### config.mk
export PLATFORM = sky130hd
export DESIGN_NAME = cache2w_ctrl
export DESIGN_NICKNAME = d
export VERILOG_FILES = /design/src/rtl/cache2w_ctrl.sv
export SDC_FILE = /design/constraint.sdc
export NUM_CORES = 1
export LEC_CHECK = 0
export CAP_MARGIN = 15
export CORE_MARGIN = 4
export CORE_UTILIZATION = 50
export CTS_CLUSTER_SIZE = 20
export DETAILED_ROUTE_END_ITERATION = 8
export PLACE_DENSITY = 0.75
export SYNTH_ARGS = -nofsm -noshare
export SYNTH_HDL_FRONTEND = slang
export SYNTH_SLANG_ARGS = --single-unit
### constraint.sdc
create_clock -name clk -period 2.4 [get_ports clk]
set_clock_uncertainty 0.15 [all_clocks]
set_input_delay 0.36 -clock clk [delete_from_list [all_inputs] [get_ports clk]]
set_output_delay 0.36 -clock clk [all_outputs]
set_load 0.05 [all_outputs]
### src/rtl/cache2w_ctrl.sv
// Controller for a 2-way set-associative write-back LRU cache: tag/valid/dirty/LRU metadata,
// lookup, victim write-back and block fill sequencing. Optional counters under `PERF_CNT_EN`.
module cache2w_ctrl #(
  parameter int ADDR_W   = 10,
  parameter int OFFSET_W = 4,
  parameter int INDEX_W  = 1
) (
  input  logic               clk,
  input  logic               rst,
  input  logic               cpu_req,
  input  logic               cpu_we,
  input  logic [ADDR_W-1:0]  cpu_addr,
  output logic               cpu_ready,
  output logic               cpu_hit,
  output logic [INDEX_W-1:0] da_set,
  output logic               da_way,
  output logic [1:0]         da_word,
  output logic               da_wr_word,
  output logic               da_fill,
  output logic               mem_req,
  output logic               mem_we,
  output logic [ADDR_W-1:0]  mem_addr,
  input  logic               mem_ack
`ifdef PERF_CNT_EN
  ,
  output logic [15:0]        hit_cnt,
  output logic [15:0]        miss_cnt,
  output logic [15:0]        wb_cnt
`endif
);

  localparam int TAG_W = ADDR_W - INDEX_W - OFFSET_W;
  localparam int SETS  = 1 << INDEX_W;

  typedef enum logic [1:0] {
    IDLE   = 2'd0,
    LOOKUP = 2'd1,
    WB     = 2'd2,
    FILL   = 2'd3
  } state_t;

  state_t state, state_nxt;

  logic              req_we;
  logic [ADDR_W-1:0] req_addr;
  logic              miss_flag;
  logic              victim;

  logic [TAG_W-1:0]  tag_q   [SETS][2];
  logic [1:0]        valid_q [SETS];
  logic [1:0]        dirty_q [SETS];
  logic [SETS-1:0]   lru_q;

  logic [TAG_W-1:0]   req_tag;
  logic [INDEX_W-1:0] req_set;
  logic               hit0, hit1, hit, hit_way;
  logic               victim_sel, victim_dirty;
  logic               unused_bits;

  assign req_tag = req_addr[ADDR_W-1 -: TAG_W];
  assign req_set = req_addr[OFFSET_W +: INDEX_W];
  assign unused_bits = ^req_addr[OFFSET_W-3:0];

  assign hit0    = valid_q[req_set][0] && (tag_q[req_set][0] == req_tag);
  assign hit1    = valid_q[req_set][1] && (tag_q[req_set][1] == req_tag);
  assign hit     = hit0 || hit1;
  assign hit_way = !hit0;

  // An invalid way is always preferred over evicting live data; LRU breaks the tie otherwise.
  always_comb begin
    victim_sel = lru_q[req_set];
    if (!valid_q[req_set][0])
      victim_sel = 1'b0;
    else if (!valid_q[req_set][1])
      victim_sel = 1'b1;
  end

  assign victim_dirty = valid_q[req_set][victim_sel] && dirty_q[req_set][victim_sel];

  assign da_set  = req_set;
  assign da_word = req_addr[OFFSET_W-1 -: 2];

  always_comb begin
    state_nxt  = state;
    cpu_ready  = 1'b0;
    cpu_hit    = 1'b0;
    da_way     = 1'b0;
    da_wr_word = 1'b0;
    da_fill    = 1'b0;
    mem_req    = 1'b0;
    mem_we     = 1'b0;
    mem_addr   = '0;
    case (state)
      IDLE: begin
        if (cpu_req)
          state_nxt = LOOKUP;
      end
      LOOKUP: begin
        if (hit) begin
          cpu_ready  = 1'b1;
          cpu_hit    = !miss_flag;
          da_way     = hit_way;
          da_wr_word = req_we;
          state_nxt  = IDLE;
        end else begin
          state_nxt = victim_dirty ? WB : FILL;
        end
      end
      WB: begin
        mem_req  = 1'b1;
        mem_we   = 1'b1;
        mem_addr = {tag_q[req_set][victim], req_set, {OFFSET_W{1'b0}}};
        da_way   = victim;
        if (mem_ack)
          state_nxt = FILL;
      end
      FILL: begin
        mem_req  = 1'b1;
        mem_addr = {req_tag, req_set, {OFFSET_W{1'b0}}};
        da_way   = victim;
        if (mem_ack) begin
          da_fill   = 1'b1;
          state_nxt = LOOKUP;
        end
      end
      default: state_nxt = IDLE;
    endcase
  end

  // A fill returns to LOOKUP rather than completing directly, so every access ends on a hit.
  always_ff @(posedge clk) begin
    if (rst) begin
      state     <= IDLE;
      req_we    <= 1'b0;
      req_addr  <= '0;
      miss_flag <= 1'b0;
      victim    <= 1'b0;
      lru_q     <= '0;
      for (int s = 0; s < SETS; s++) begin
        valid_q[s] <= '0;
        dirty_q[s] <= '0;
      end
    end else begin
      state <= state_nxt;
      case (state)
        IDLE: begin
          if (cpu_req) begin
            req_we    <= cpu_we;
            req_addr  <= cpu_addr;
            miss_flag <= 1'b0;
          end
        end
        LOOKUP: begin
          if (hit) begin
            if (req_we)
              dirty_q[req_set][hit_way] <= 1'b1;
            lru_q[req_set] <= !hit_way;
          end else begin
            miss_flag <= 1'b1;
            victim    <= victim_sel;
          end
        end
        WB: begin
          if (mem_ack)
            dirty_q[req_set][victim] <= 1'b0;
        end
        FILL: begin
          if (mem_ack) begin
            valid_q[req_set][victim] <= 1'b1;
            dirty_q[req_set][victim] <= 1'b0;
          end
        end
        default: ;
      endcase
    end
  end

  // Tags are meaningful only while their valid bit is set, so they need no reset.
  always_ff @(posedge clk) begin
    if (!rst && state == FILL && mem_ack)
      tag_q[req_set][victim] <= req_tag;
  end

`ifdef PERF_CNT_EN
  always_ff @(posedge clk) begin
    if (rst) begin
      hit_cnt  <= '0;
      miss_cnt <= '0;
      wb_cnt   <= '0;
    end else begin
      if (cpu_ready && cpu_hit && hit_cnt != 16'hFFFF)
        hit_cnt <= hit_cnt + 16'd1;
      if (cpu_ready && !cpu_hit && miss_cnt != 16'hFFFF)
        miss_cnt <= miss_cnt + 16'd1;
      if (state == WB && mem_ack && wb_cnt != 16'hFFFF)
        wb_cnt <= wb_cnt + 16'd1;
    end
  end
`endif

endmodule

Word level (Yosys, flattened, before mapping)
Memory sizes are Yosys's and may differ from the RTL's. A register that Yosys moved wholly into a read port is not among the register bits. Index checks and enable logic that the tools add are counted. W data, S select, Z words.

Bits in latches: 0. Memory bits (writable): 28. Memories kept: 3. Word-level logic and storage cells: 128. ROM bits: 0. Flip-flop bits (word level): 17.

Eq/ne operators: 9. Order comparisons: 9. Add/sub/neg operators: 0. Reduce and logical (&&, ||, !) cells: 23. Mux-type cells: 72. Shift operators: 0. $mul: 0. Bitwise logic cells: 6. Div/mod/pow operators: 0.

Memories: tag_q (words 2, bits a word 10, read ports 1, clocked after memory_dff 1, wr ports 1, line 49) `logic [TAG_W-1:0] tag_q [SETS][2];`; dirty_q (words 2, bits a word 2, read ports 1, clocked after memory_dff 1, wr ports 2, line 51) `logic [1:0] dirty_q [SETS];`; valid_q (words 2, bits a word 2, read ports 1, clocked after memory_dff 1, wr ports 2, line 50) `logic [1:0] valid_q [SETS];`.

Operators with widths (number): $mux W1 (47); $mux W2 (11); $mux W5 (4); $pmux W10 S2 (1); $eq A5 B5 Y1 (2); $mux W10 (1); $logic_and A1 B1 Y1 (9); $lt A1 B2 Y1 const B (4); $ne A2 B2 Y1 const B (4); $pmux W2 S4 (1); $reduce_and A2 Y1 (3); $reduce_and A3 Y1 (2); $reduce_or A2 Y1 (3); $demux W5 S1 (1); $eq A2 B2 Y1 const B (2); $or A1 B1 Y1 (4); $pmux W1 S2 (2); $demux W1 S1 (3); $ge A1 B1 Y1 const B (3); $logic_not A1 Y1 (3); $bwmux W2 (1); $eq A2 B1 Y1 const B (1); $ge A2 B2 Y1 const B (1); $logic_not A2 Y1 (1); 5 further kinds (5).

Depth between registers and ports, before layout
Word-level depth: 12. Gate-level depth with buffers: 9.

Least setup slack after synthesis
Ideal clock, no wire load.

Path kind: register to output. From: register state[0]. To: output port da_way. Stages on the path, launching flop included: 6. Slack: -0.617 ns. Required time: 1.890 ns. Arrival time: 2.507 ns. Path through: dfxtp_1 -> inv_1 -> ha_1 -> clkbuf_1 -> nor2_1 -> o32ai_1.

Word-level cells in the longest chain between the ends: 3.

RTL lines: from (decl) (line 42) `state_t state, state_nxt;`; from (signal assigned) (line 144) `state <= state_nxt;`; $eq A2 B2 Y1 (line 93) `case (state)`; $reduce_or A2 Y1 (no source line); $pmux W1 S2 * (line 93); to (decl) (line 16) `output logic da_way,`.

Mark *: on every way between the ends. The rest lies on a longest branch, timed or not.

==> metrics.csv <==
metric,value,unit
outcome,"complete, but fails checks",
violations,negative setup slack,
synth_warnings,0,
vias,1951,
wirelength,6250,um
syn_avg_cell_area,10.1,sq um
cp_slowest_cell,nor4_4,
start_kind,flop,
use_met2,38.5,%
portBuffers,28,
drtAntennaViolNets,0,
irDropWorstVdd,0.000598,V
grt_util_met3,4.41,%
ys.flop_type,edfxtp_1,
fmax,368,MHz
path_max_fanout,8,
fin_nets,302,
hp-class,reg2reg,
drt-wirelength-per-cell,18.7,um
synth_area,2240,sq um
yosysTopAreaCellShare,32.2,%
cts_made_buffers,5,
grt_pass1_vias,1904,
finalPower,1930,uW
synthTopCellsByCount,"41 x nand2_1, 24 x edfxtp_1, 20 x a21oi_1, 20 x dfxtp_1, 9 x clkbuf_1",
die_w,74.9,um
vias_per_cell,5.82,
final_util,74.0,%
fin_cells,335,
drive_gt1_share,34.3,%
final_area,3220,sq um
hold_viol_final,0,
cpMostUsedCell,buf_12,
insertion_delay,0.31,ns
start_util,51.4,%
worstSetupPathType,reg2out,
arrival,2.21,ns
row_count,24,
overflow,0,
place.gp.congestion,0.851,
grt_pass1_wl,9320,um
gr-usage-met1,27.5,%
ys_top_cells_by_area,"edfxtp_1 32%, dfxtp_1 18%, nand2_1 6.9%, a21oi_1 4.5%, mux2i_1 3.6%",
postPlaceCellArea,2780,sq um
drt-initial-drc-count,187,
required,1.89,ns
slew_viol_final,0,
grt.busiest_layer,met2,
worst_path_largest_cell_delay,0.37,ns
finalCritPeriodShare,113,%
htreeDepth,2,
cts_root_buf,clkbuf_8,
cts_max_path_buffers,2,
clkTransAtPathRegs,0.09,ns
slew_headroom,63.4,%
layout_setup_ws,-0.320,ns
die_y,74.9,um
synth-edff-count,24,
top_level_ports,35,
synthCells,222,
cts.hold.buffers_added,0,
grt.total_usage,22.4,%
synth_most_common_cell,nand2_1,
die_area,5610,sq um
whs,0.315,ns
setup_viol,13,
crit_chain,buf_12 -> mux2i_4 -> xnor2_2 -> nor4_4 -> nand2_2 -> buf_6 -> a21oi_4 -> buf_12,
yosysSeqAreaShare,50.1,%
cp-end-kind,primary output,
tightest_slew,0.549,ns
antenna_found_initial,0,
hpwl,3780,um
yosysTopAreaCell,edfxtp_1,
cts.sink_count,44,
place_inst,315,
cellPowerDensity,598,nW/um^2
p_leak,0.00122,uW
coreArea,4350,sq um
min_period,2.72,ns
first_pass_iters,4,
max_cap_violations,0,
cts_tree,done,
ys_ff_latch,44,
async_flop_share,0,%
syn_to_final_growth,44.1,%
rsz0062_at_grt,yes,
drc,0,
antenna_cells,0,
synth.distinct_cells,47,
grt_max_degree,20,
-- stage by stage --
| stage | setup slack [ns] | TNS (ns) |
|---|---|---|
| final | -0.320 | -2.11 |
| after global routing | -0.414 | -3.41 |
| after CTS | -0.255 | -1.32 |
| after detailed placement | -0.104 | -0.352 |
| after global placement | -0.0778 | -0.183 |
| after floorplan | -0.108 | -0.175 |
-- timing repair --
item,CTS,global route
pin swaps,12,10
cloned,0,0
setup endpoints to repair,9,18
endpoints found under the hold margin,0,0
buffers inserted,9,3
gates resized for setup,29,21
-- routing by layer --
metal / up-vias / part of all wire, %
li1: 918 / -
met1: 931 / 40
met2: 83 / 51
met3: 19 / 5.7
met4: 0 / 2.7
met5: - / 0
-- where the power goes --
| group | switching (uW) | leakage (uW) | internal, uW |
|---|---|---|---|
| Combinational | 291 | 0.000779 | 201 |
| Clock | 285 | 0.0000530 | 272 |
| Sequential | 45.7 | 0.000388 | 831 |
| Total | 622 | 0.00122 | 1300 |
-- worst paths after layout --
kind	startpoint	to	slack, ns	cells after the start
setup / recovery	flop	da_wr_word	-0.32	8
hold / removal	req_addr[2]	req_addr[2]	0.32	2
setup reg to reg	flop	dirty_q[1][0]	-0.22	9
hold reg to reg	req_addr[2]	req_addr[2]	0.32	2
-- worst max-delay path, delay by kind of cell, from the launching register on --
family	cells	cell delay [ns]
muxes	1	0.27
AOI/OAI and AO/OA	1	0.14
buffers and inverters	3	0.49
xor gates and xnor gates	1	0.10
and+or+nand+nor	2	0.55
DFF	1	0.35
-- cell type report --
type	instances	area, sq um
well taps	52	65.1
repair buffers	68	679
clock inverters	2	16.3
fillers	264	1130
clock buffers	6	93.8
inverters	8	30.0
flip-flops and latches	44	1120
multi-input cells	155	1210
-- logic make-up (layout without fill, tap and decap cells) --
logic type	after synthesis	in the layout	synth area share, %
simple gates	77	77	17.5
compound gates	50	50	14.8
flops	44	44	50.1
buf+inv	26	84	5.76
mux	11	11	5.71
xor+xnor	8	8	3.13
fa+ha+maj	5	5	2.80
other cells	1	4	0.168
-- cell usage in the layout (no fill, tap or decap), types with 3 or more instances in the layout --
cell             Yosys  layout
nand2_1             41      38
buf_4                6      36
edfxtp_1            24      24
dfxtp_1             20      19
a21oi_1             20      18
clkdlybuf4s50_1      0      14
buf_6                1       9
buf_12               0       7
inv_1                6       6
mux2i_4              0       6
a32o_1               6       6
xnor2_1              8       6
clkbuf_8             0       5
nand2b_1             5       4
nor2_1               7       4
a21o_1               4       4
ha_1                 5       4
conb_1               1       4
nor2_2               0       3
o22ai_1              3       3
nand2_2              0       3
nand3_1              4       3
and2_1               4       3
nor4_1               4       3
-- flip-flops by register name, indices dropped and copies added, names as in the netlist, named ones only --
name,flops
miss_flag,1
req_we,1
state,2
req_addr,8
lru_q,2
tag_q,20
victim,1
valid_q,4
dirty_q,4
(Power assumes the default switching activity.)
